`src/rtl/microwave_timer.sv`:
```
// microwave_timer: countdown timer core of the microwave.
// Captures cooking time as BCD keypad digits (shifted in from the right), counts
// the time down once per TICK_DIV clock cycles while running, and drives the
// magnetron enable. Range 0:00..9:59.
// Ports:
//   clk, rst_n              clock (rising edge), asynchronous active-low reset
//   key_valid, key_digit    keypad strobe and BCD digit
//   start, stop, clear      1-cycle control strobes
//   door_closed             level, 1 = door shut
//   min, sec_tens, sec_ones registered BCD time digits
//   mag_on                  registered magnetron enable, 1 only while running
//   done                    registered, 1 while the finished state is held
module microwave_timer #(
  parameter int unsigned TICK_DIV = 100
) (
  input  logic       clk,
  input  logic       rst_n,
  input  logic       key_valid,
  input  logic [3:0] key_digit,
  input  logic       start,
  input  logic       stop,
  input  logic       clear,
  input  logic       door_closed,
  output logic [3:0] min,
  output logic [3:0] sec_tens,
  output logic [3:0] sec_ones,
  output logic       mag_on,
  output logic       done
);

  typedef enum logic [1:0] {IDLE, RUN, PAUSE, DONE} state_t;

  localparam int unsigned PW = $clog2(TICK_DIV);
  localparam logic [PW-1:0] PMAX = PW'(TICK_DIV - 1);

  state_t        state;
  logic [PW-1:0] presc;

  logic       time_zero;
  logic       last_sec;
  logic [3:0] dec_min;
  logic [3:0] dec_tens;
  logic [3:0] dec_ones;

  assign time_zero = (min == 4'd0) && (sec_tens == 4'd0) && (sec_ones == 4'd0);
  // The tick that consumes the final second is the one that finishes cooking.
  assign last_sec  = (min == 4'd0) && (sec_tens == 4'd0) && (sec_ones == 4'd1);

  // BCD decrement with borrow chain ones -> tens (base 6) -> minutes.
  always_comb begin
    dec_min  = min;
    dec_tens = sec_tens;
    dec_ones = sec_ones - 4'd1;
    if (sec_ones == 4'd0) begin
      dec_ones = 4'd9;
      dec_tens = sec_tens - 4'd1;
      if (sec_tens == 4'd0) begin
        dec_tens = 4'd5;
        dec_min  = min - 4'd1;
      end
    end
  end

  always_ff @(posedge clk or negedge rst_n) begin
    if (!rst_n) begin
      state    <= IDLE;
      presc    <= '0;
      min      <= '0;
      sec_tens <= '0;
      sec_ones <= '0;
      mag_on   <= 1'b0;
      done     <= 1'b0;
    end else if (clear) begin
      state    <= IDLE;
      presc    <= '0;
      min      <= '0;
      sec_tens <= '0;
      sec_ones <= '0;
      mag_on   <= 1'b0;
      done     <= 1'b0;
    end else begin
      case (state)
        IDLE: begin
          // start takes precedence; a key arriving with it is dropped even if
          // the start itself is refused.
          if (start) begin
            if (door_closed && !time_zero) begin
              state  <= RUN;
              presc  <= '0;
              mag_on <= 1'b1;
            end
          end else if (key_valid && (key_digit <= 4'd9) && (sec_ones <= 4'd5)) begin
            min      <= sec_tens;
            sec_tens <= sec_ones;
            sec_ones <= key_digit;
          end
        end

        RUN: begin
          if (stop || !door_closed) begin
            // Pausing suppresses any tick due on this edge.
            state  <= PAUSE;
            mag_on <= 1'b0;
          end else if (presc == PMAX) begin
            presc    <= '0;
            min      <= dec_min;
            sec_tens <= dec_tens;
            sec_ones <= dec_ones;
            if (last_sec) begin
              state  <= DONE;
              mag_on <= 1'b0;
              done   <= 1'b1;
            end
          end else begin
            presc <= presc + 1'b1;
          end
        end

        PAUSE: begin
          if (stop) begin
            state    <= IDLE;
            presc    <= '0;
            min      <= '0;
            sec_tens <= '0;
            sec_ones <= '0;
          end else if (start && door_closed) begin
            state  <= RUN;
            mag_on <= 1'b1;
          end
        end

        DONE: begin
          if (start || stop || !door_closed) begin
            state <= IDLE;
            done  <= 1'b0;
          end
        end

        default: state <= IDLE;
      endcase
    end
  end

endmodule
```
`config.mk`:
```
export PLATFORM = sky130hd
export DESIGN_NAME = microwave_timer
export DESIGN_NICKNAME = d
export VERILOG_FILES = /design/src/rtl/microwave_timer.sv
export SDC_FILE = /design/constraint.sdc
export NUM_CORES = 1
export LEC_CHECK = 0
export CAP_MARGIN = 5
export CORE_ASPECT_RATIO = 0.5
export CORE_MARGIN = 4
export CORE_UTILIZATION = 59
export DETAILED_ROUTE_END_ITERATION = 7
export GPL_TIMING_DRIVEN = 1
export MAX_ROUTING_LAYER = met4
export PLACE_DENSITY = 0.81
export SYNTH_ARGS = -nofsm -noshare
export SYNTH_HDL_FRONTEND = slang
export SYNTH_SLANG_ARGS = --single-unit
```
`constraint.sdc`:
```
create_clock -name clk -period 4.5 [get_ports clk]
set_input_delay 0.9 -clock clk [delete_from_list [all_inputs] [get_ports clk]]
set_output_delay 0.9 -clock clk [all_outputs]
set_load 0.01 [all_outputs]
```
==> impl_summary.txt, run 1 <==
----------------------------------------------------
[Outcome]
  Run status ... complete, no violations

[Global routing]
  Total GRT Usage ... 25.6%
  Pin count of the biggest net entering global routing ... 24
  Antenna violations before repair ... 0
  Global-route wire length before repair ... 7.59 mm
  Vias in the first global route ... 1583
  GR Overflow Total ... 0

[Route]
  Detailed-routing iteration count for the pre-antenna-repair pass ... 4
  Via count of the routed design ... 1660
  Iteration-0 DRC count of the detailed router ... 102
  WL per Instance ... 17.3 µm
  Post-route DRC ... 0
  Per-cell via count in the routed design ... 6.36
  Routed WL ... 4.50 mm
  Number of routed nets with antenna violations ... 0

[Worst setup path]
  Critical path cell sequence ... clkdlybuf4s50_1 -> inv_1 -> o311ai_0 -> inv_1 -> nor3_2 -> mux2_2
  Launching element type of the critical path ... input pin
  Required time at the worst-slack endpoint ... 4.65 ns
  Most frequent cell on the critical path ... inv_1
  Library cell contributing the largest single delay on the critical path ... clkdlybuf4s50_1
  Type of element capturing the critical path ... flop
  Critical path class ... input pin to flop
  Dominant delay contributor by cell family on the critical path ... buffers and inverters
  Count of buffer and inverter cells on the critical path ... 3
  Delay of the slowest cell on the worst path ... 0.93 ns
  Max FO, Critical Path ... 19
  Data arrival time of the critical path ... 3.28 ns

[Synth]
  Flop and latch count out of synthesis ... 23
  Yosys warnings ... 0
  Mean cell area of the mapped netlist ... 8.70 µm²
  Synth Cell Area ... 1770 µm²
  Number of enable flip-flop cells after synthesis ... 0
  Cell type contributing the most total cell area after synthesis ... dfrtp_1
  Nets in the synthesized netlist ... 225
  Post-synthesis cell type count ... 50
  Share of the synthesized area in the top cell type ... 32.6%
  Dominant register cell in the synthesized netlist ... dfrtp_1
  Top cells by count, synth ... dfrtp_1, a21oi_1, nand2_1, o21ai_0
  Register area share after synthesis ... 32.6%
  Library cell with the highest instance count after synthesis ... dfrtp_1
  Post-Synthesis Cells ... 203
  FFs w/ async S/R, synth ... 100%
  Largest cells by area after synthesis ... dfrtp_1, ha_1, a21oi_1, o21ai_0, nand2_1

[CTS]
  Clock tree from TritonCTS ... built
  Clock tree root buffer cell ... clkbuf_8
  Resized cells post-CTS ... 0
  Setup fix buffers added after clock tree synthesis ... 0
  Clock H-tree levels ... 1
  Clock transition at the registers of the reported paths ... 0.09 ns
  Number of buffers created by CTS ... 3
  Clk sink count ... 23
  Clock latency at the later pin of the worst-skew pair ... 0.27 ns
  Number of buffers inserted for hold repair after clock tree synthesis ... 0
  Longest Clk Path Bufs ... 2

[Finish]
  Count of inserted antenna diode cells ... 0
  Share of cells above drive strength 1 ... 7.59%
  Total Nets Final ... 247
  Fillers ... 190
  Synth-to-layout area growth ... 17.3%

[Floorplan]
  Area of the placeable core ... 2720 µm²
  Num rows ... 13
  Full die area ... 3980 µm²
  Num ports ... 25
  Overall die height ... 46.7 µm
  Overall die width ... 85.4 µm
  Starting density of the core ... 65.0%

[Timing]
  Worst hold slack after final layout ... 0.514 ns
  Final Cycle Share ... 69.4%
  Count of endpoints failing setup in the final report ... 0
  Worst Max-Slew Pin Slew ... 1.08 ns
  Achievable Freq ... 0.320 GHz
  Unrepaired setup endpoints after global routing ... no
  Post-Route Setup TNS ... 0 ns
  Final worst clock skew ... 0.0102 ns
  Post-layout min period ... 3.12 ns
  Worst rel slew slack ... 27.5%
  Number of hold violations in the final report ... 0
  Number of slew-limit violations in the final report ... 0

[Power and ir drop]
  Power per cell area ... 671 nW/µm²
  Peak supply drop ... 0.423 mV
  Static leakage power ... 0.846 nW

[Placed design]
  Placed wire-length estimate ... 3.37 mm
  Count of input and output buffers ... 24
  Global placer's final weighted congestion ... 0.927

[Job]
  Max-Cap Viols ... 0

[Min path]
  Type of the tightest min-delay check ... flop to flop

----------------------------------------------------
==> registers in the layout, indices dropped and copies added, names as in the netlist <==
signal / flops
state: 2
done: 1
presc: 7
min: 4
mag_on: 1
sec_ones: 4
sec_tens: 4
==> routing by layer <==
| layer | share of wire, % | vias to the layer above | GRT usage (%) |
|---|---|---|---|
| li1 | - | 794 | - |
| met1 | 49 | 804 | 36.0 |
| met2 | 43 | 58 | 37.0 |
| met3 | 6.7 | 4 | 6.07 |
| met4 | 0.89 | 0 | 6.62 |
| met5 | 0 | - | - |
==> power by group <==
part / total (W) / switching [W] / internal (W)
logic: 0.000900 / 0.000504 / 0.000395
registers: 0.000357 / 0.0000850 / 0.000272
clock network: 0.000132 / 0.0000684 / 0.0000634
==> cells in the final DEF (no fill, tap or decap), types with 2 or more instances in the layout <==
cell type and instances:
mux2_2 5, and3_1 3, nor3b_1 4, clkdlybuf4s50_1 24
mux2i_1 5, nor2_1 12, a31oi_1 2, nand3_1 6
ha_1 11, o21ai_0 16, inv_1 12, nor3_1 5
o41ai_1 4, a311o_1 2, o31ai_1 8, o211ai_1 3
a21oi_1 16, nand2_1 16, xor2_1 3, clkbuf_8 3
dfrtp_1 23, nand2b_1 5, nor2b_1 6, o21ai_1 3
==> kinds of logic after synthesis <==
| family | count (synthesis) | share of synthesized area, % |
|---|---|---|
| flip-flops | 23 | 32.6 |
| AO/OA/AOI/OAI | 65 | 24.5 |
| XOR/XNOR | 3 | 1.49 |
| adder cells (fa/ha/maj) | 11 | 7.80 |
| buffers and inverters | 21 | 4.68 |
| AND/OR/NAND/NOR | 70 | 22.9 |
| multiplexers | 10 | 6.02 |
==> stage by stage <==
stage | instance area [µm²] | power, W | setup WS, ns | util (%) | cells
2_1_floorplan | 1770 | 0.000969 | 2.10 | - | 203
3_3_place_gp | 2030 | 0.00123 | 1.25 | 74.6 | 257
3_5_place_dp | 2030 | 0.00125 | 1.17 | 74.6 | 257
4_1_cts | 2070 | 0.00138 | 1.45 | 76.2 | 261
5_1_grt | 2070 | 0.00151 | 1.18 | 76.2 | 261
6_report | 2070 | 0.00139 | 1.38 | 76.2 | 261
==> final cells by class <==
cell class	instances	area [µm²]	share of cell area (%)
inverter	13	48.8	2.36
sequential	23	576	27.8
timing repair buffer	25	248	12.0
multi-input combinational	159	1110	53.5
clock buffer	4	45.0	2.18
tap	37	46.3	2.24
==> final timing paths <==
path / from / endpoint / slack, ns / cells past startpoint
max: clear / min[2] / 1.38 / 6
min: presc[0] / presc[0] / 0.51 / 1
max reg2reg: state[1] / presc[6] / 1.71 / 7
min reg2reg: presc[0] / presc[0] / 0.51 / 1
max in group asynchronous: rst_n / sec_tens[0] / 2.63 / 1
min in group asynchronous: rst_n / done / 1.20 / 1
(Power assumes the default switching activity.)
==> run 2, diff against run 1 <==
- CORE_UTILIZATION: 59 -> 54
- PLACE_DENSITY: 0.81 -> 0.75
- clock period: 4.5 -> 3.1 ns (I/O delays scaled with it)
==> run 2 against run 1 <==
Compared with the run above: global-route usage is 3.8 points lower; sequential power increased by 46%; setup slack worse by 0.75 ns; final cell count grew 2.7%; final area up 1.6%; register-to-register slack lost 1.0 ns; die area grew 8.0%; critical path depth stayed put; clock skew down 0.0051 ns; highest routed layer unchanged.
==> impl_summary.txt, run 2 (synthesis results as in run 1) <==
----------------------------------------------------
[Global routing]
  GR Overflow Total ... 0
  Pin count of the biggest net entering global routing ... 24
  Antenna violations before repair ... 0
  Vias in the first global route ... 1525
  Total GRT Usage ... 21.8%
  Global-route wire length before repair ... 7.15 mm

[CTS]
  Setup fix buffers added after clock tree synthesis ... 0
  Clock H-tree levels ... 1
  Clock tree root buffer cell ... clkbuf_8
  Clock transition at the registers of the reported paths ... 0.08 ns
  Clk sink count ... 23
  Clock latency at the later pin of the worst-skew pair ... 0.27 ns
  Clock tree from TritonCTS ... built
  Number of buffers created by CTS ... 3
  Resized cells post-CTS ... 0
  Longest Clk Path Bufs ... 2
  Number of buffers inserted for hold repair after clock tree synthesis ... 0

[Worst setup path]
  Reg-to-reg startpoint ... sec_ones[1]
  Critical path class ... input pin to flop
  Required time at the worst-slack endpoint ... 3.26 ns
  Launching element type of the critical path ... input pin
  Worst Setup SP ... key_digit[1]
  Type of element capturing the critical path ... flop
  Max FO, Critical Path ... 6
  Data arrival time of the critical path ... 2.63 ns

[Floorplan]
  Num rows ... 14
  Num ports ... 25
  Starting density of the core ... 57.6%
  Full die area ... 4300 µm²
  Area of the placeable core ... 3070 µm²
  Overall die height ... 48.4 µm
  Overall die width ... 88.9 µm

[Placed design]
  Placed wire-length estimate ... 3.13 mm
  Count of input and output buffers ... 24
  Pre-CTS setup slack ... 0.413 ns
  Global placer's final weighted congestion ... 0.884
  # placed instances ... 264
  Total cell area at the placement stage ... 2060 µm²

[Finish]
  Share of cells above drive strength 1 ... 9.21%
  Commonest non-fill, non-tap cell in the layout ... clkdlybuf4s50_1
  Count of inserted antenna diode cells ... 0
  Cell Count, Final, Fillers Out ... 268
  Number of flip-flops in the largest register ... 7
  Total Nets Final ... 251
  Top reg by flops ... presc
  Highest-count cells in the layout ignoring fill and taps ... clkdlybuf4s50_1, dfrtp_1, o21ai_0, nand2_1, a21oi_1
  Finished Core Util ... 68.7%
  Synth-to-layout area growth ... 19.2%
  Post-route cell area ... 2100 µm²

[Timing]
  Setup slack after layout ... 0.623 ns
  Post-Route Setup TNS ... 0 ns
  Unrepaired setup endpoints after global routing ... no
  Final worst clock skew ... 0.00515 ns
  Worst rel slew slack ... 55.4%
  Post-layout min period ... 2.48 ns
  Number of slew-limit violations in the final report ... 0
  Achievable Freq ... 0.404 GHz
  Count of endpoints failing setup in the final report ... 0
  Number of hold violations in the final report ... 0
  Final Cycle Share ... 79.9%
  Worst Max-Slew Pin Slew ... 0.668 ns

[Min path]
  Type of the tightest min-delay check ... flop to flop
  Launch instance of the worst min-delay path ... presc[6]

[Route]
  Number of routed nets with antenna violations ... 0
  Iteration-0 DRC count of the detailed router ... 84
  Metal1 wirelength ... 2.15 mm
  Post-route DRC ... 0
  Via count of the routed design ... 1605
  Routed WL ... 4.25 mm
  Detailed-routing iteration count for the pre-antenna-repair pass ... 4
  Per-cell via count in the routed design ... 5.99
  Highest routed layer ... met4
  Detail Route met3 WL ... 257 µm
  Routed wire length on met2 ... 1.79 mm
  WL per Instance ... 15.9 µm

[Outcome]
  Run status ... complete, no violations

[Power and ir drop]
  Power per cell area ... 956 nW/µm²
  Peak supply drop ... 0.522 mV
  Static leakage power ... 0.866 nW

[Job]
  Max-Cap Viols ... 0

----------------------------------------------------
## run 2: per-layer routing
metal  track usage [%]  up-vias
li1                  -      801
met1              31.2      755
met2              30.5       41
met3              5.25        8
met4              6.03        0
met5                 -        -
## run 2: worst max-delay path: stages
cell and delay (ns):
clkdlybuf4s50_1 0.43, o21a_1 0.20, o311ai_0 0.42, inv_1 0.20, nor3_2 0.39, mux2_2 0.38
## run 2: power breakdown
part	total [W]	switching, W	internal, W
logic	0.00130	0.000711	0.000589
registers	0.000521	0.000126	0.000395
clock network	0.000191	0.0000993	0.0000919
total	0.00201	0.000936	0.00108
## run 2: path summary, 6_finish.rpt
| kind | end | slack [ns] | depth (start not counted) |
|---|---|---|---|
| setup / recovery | min[3] | 0.62 | 6 |
| hold / removal | presc[6] | 0.50 | 1 |
| setup reg to reg | min[3] | 0.66 | 6 |
| hold reg to reg | presc[6] | 0.50 | 1 |
| max in group asynchronous | min[2] | 2.17 | 2 |
| min in group asynchronous | state[0] | 0.70 | 2 |
## run 2: cell type report
type,instances,area (µm²)
fill,244,961
tap,40,50.0
sequential,23,576
multi-input combinational,159,1110
inverter,13,48.8
timing repair buffer,29,278
clock buffer,4,45.0
## run 2: metrics by stage
stage          total power (W)  hold WS (ns)
2_1_floorplan          0.00141         0.324
3_3_place_gp           0.00180         0.475
3_5_place_dp           0.00181         0.482
4_1_cts                0.00201         0.495
5_1_grt                0.00219         0.530
6_report               0.00201         0.498
==> run 3, diff against run 2 <==
- CORE_UTILIZATION: 54 -> 49
- PLACE_DENSITY: 0.75 -> 0.72
- clock period: 3.1 -> 2.22 ns (I/O delays scaled with it)
==> run 3 against run 2 <==
Compared with the run above: register-to-register slack got worse by 0.61 ns; critical path type is now flop to flop; first-iteration DRC count up 1.2%; final cell count increased by 20%; largest cell class unchanged; sequential share of layout area fell by 4.2 points; final area increased by 18%; core utilization is 3.5 points higher; worst hold slack improved by 0.0036 ns.
==> impl_summary.txt, run 3 (synthesis results as in run 1) <==
----------------------------------------------------
[Timing]
  Number of slew-limit violations in the final report ... 0
  Number of hold violations in the final report ... 0
  Worst Max-Slew Pin Slew ... 0.392 ns
  Count of endpoints failing setup in the final report ... 0
  Post-layout min period ... 2.17 ns
  Unrepaired setup endpoints after global routing ... yes
  Worst hold slack after final layout ... 0.501 ns
  Worst rel slew slack ... 73.7%
  Setup slack after layout ... 0.0515 ns
  Final Cycle Share ... 97.7%
  Achievable Freq ... 0.461 GHz
  Final worst clock skew ... 0.00515 ns

[Power and ir drop]
  Static leakage power ... 1.09 nW
  Switching part of the total ... 43.5%
  Combinational cell fraction of total power ... 72.6%
  Proportion of power drawn by the clock network ... 8.1%
  Total power ... 0.00339 W
  Power per cell area ... 1360 nW/µm²
  P_sw ... 0.00147 W
  Total internal power ... 0.00192 W
  Peak supply drop ... 0.671 mV
  Sequential power share ... 19.3%

[Job]
  Max-Cap Viols ... 0

[Min path]
  Type of the tightest min-delay check ... flop to flop

[Route]
  Iteration-0 DRC count of the detailed router ... 85
  WL per Instance ... 15.2 µm
  Detailed-routing iteration count for the pre-antenna-repair pass ... 4
  Via count of the routed design ... 1818
  Routed WL ... 4.91 mm
  Post-route DRC ... 0
  Per-cell via count in the routed design ... 5.65
  Number of routed nets with antenna violations ... 0

[Finish]
  Count of inserted antenna diode cells ... 0
  Total Nets Final ... 294
  Synth-to-layout area growth ... 41.1%
  Post-route cell area ... 2490 µm²
  Fillers ... 279
  Number of flip-flops in the largest register ... 7
  Share of cells above drive strength 1 ... 28.0%
  Highest-count cells in the layout ignoring fill and taps ... buf_4, clkdlybuf4s50_1, dfrtp_1
  Top reg by flops ... presc
  Commonest non-fill, non-tap cell in the layout ... buf_4
  Finished Core Util ... 72.1%

[CTS]
  Clock tree root buffer cell ... clkbuf_8
  Clock tree from TritonCTS ... built
  Clock H-tree levels ... 1
  Clk sink count ... 23
  Clock transition at the registers of the reported paths ... 0.09 ns
  Number of buffers inserted for hold repair after clock tree synthesis ... 0
  Longest Clk Path Bufs ... 2
  Number of buffers created by CTS ... 3
  Clock latency at the later pin of the worst-skew pair ... 0.27 ns

[Floorplan]
  Overall die width ... 92.9 µm
  Overall die height ... 50.4 µm
  Num rows ... 15
  Num ports ... 25
  Full die area ... 4690 µm²
  Area of the placeable core ... 3450 µm²
  Starting density of the core ... 51.1%

[Global routing]
  Antenna violations before repair ... 0
  Pin count of the biggest net entering global routing ... 24
  Vias in the first global route ... 1787
  GR Overflow Total ... 0
  Total GRT Usage ... 22.4%
  Global-route wire length before repair ... 8.20 mm

[Placed design]
  Global placer's final weighted congestion ... 0.935
  Total cell area at the placement stage ... 2380 µm²
  Placed wire-length estimate ... 3.67 mm
  Count of input and output buffers ... 24
  Pre-CTS setup slack ... -0.166 ns

[Worst setup path]
  Type of element capturing the critical path ... flop
  Max FO, Critical Path ... 4
  Launching element type of the critical path ... flop
  Required time at the worst-slack endpoint ... 2.38 ns
  Data arrival time of the critical path ... 2.33 ns
  Critical path class ... flop to flop

[Outcome]
  Run status ... complete, no violations

----------------------------------------------------
[run 3: changes by cell type in the layout (fill, tap and decap cells not counted), sizes merged]
cell    before  now
clkinv       1    2
clkbuf       4    3
buf          5   48
[run 3: path summary, 6_finish.rpt]
kind	cells past startpoint	slack, ns	to	from
worst min-delay path	1	0.50	presc[6]	presc[6]
min in group asynchronous	2	0.52	presc[4]	rst_n
worst min register to register	1	0.50	presc[6]	presc[6]
max in group asynchronous	2	1.47	min[2]	rst_n
worst max register to register	7	0.05	mag_on	min[1]
worst max-delay path	7	0.05	mag_on	min[1]
[run 3: repair_timing]
action | in CTS | in global routing
resized for setup | 1 | 15
endpoints found under the setup margin | 5 | 21
setup buffers | 0 | 2
pin swaps | 1 | 6
[run 3: critical path, stage by stage (launching register included)]
cell and delay, ns:
dfrtp_1 0.40, inv_2 0.09, ha_4 0.14, or4b_4 0.49, or3_4 0.43, o211ai_2 0.12
nor4_1 0.08, a311o_1 0.31
[run 3: final cells by class]
type | count | area (µm²) | share of cell area, %
inverter | 13 | 48.8 | 1.96
tap | 51 | 63.8 | 2.56
multi-input combinational | 159 | 1160 | 46.4
clock inverter | 1 | 5.00 | 0.201
clock buffer | 3 | 41.3 | 1.66
sequential | 23 | 576 | 23.1
timing repair buffer | 72 | 601 | 24.1
[run 3: power groups by stage]
stage                     sequential (W)  clock (W)  combinational [W]
final                           0.000654   0.000276            0.00246
after global routing            0.000673   0.000297            0.00269
after detailed placement        0.000657          0            0.00230
after CTS                       0.000650   0.000283            0.00232
after floorplan                 0.000737          0            0.00123
after global placement          0.000649          0            0.00226
[run 3: per-layer routing]
| layer | global-route usage, % | part of all wire (%) |
|---|---|---|
| met4 | 5.11 | 0.81 |
| met2 | 35.9 | 46 |
| met3 | 4.19 | 5.0 |
| met5 | - | 0 |
| met1 | 29.9 | 48 |
[run 3: metrics by stage]
step | cells | setup TNS [ns]
5_1_grt | 322 | -0.0494
2_1_floorplan | 203 | 0
3_3_place_gp | 316 | -0.621
3_5_place_dp | 316 | -1.34
4_1_cts | 320 | 0
6_report | 322 | 0
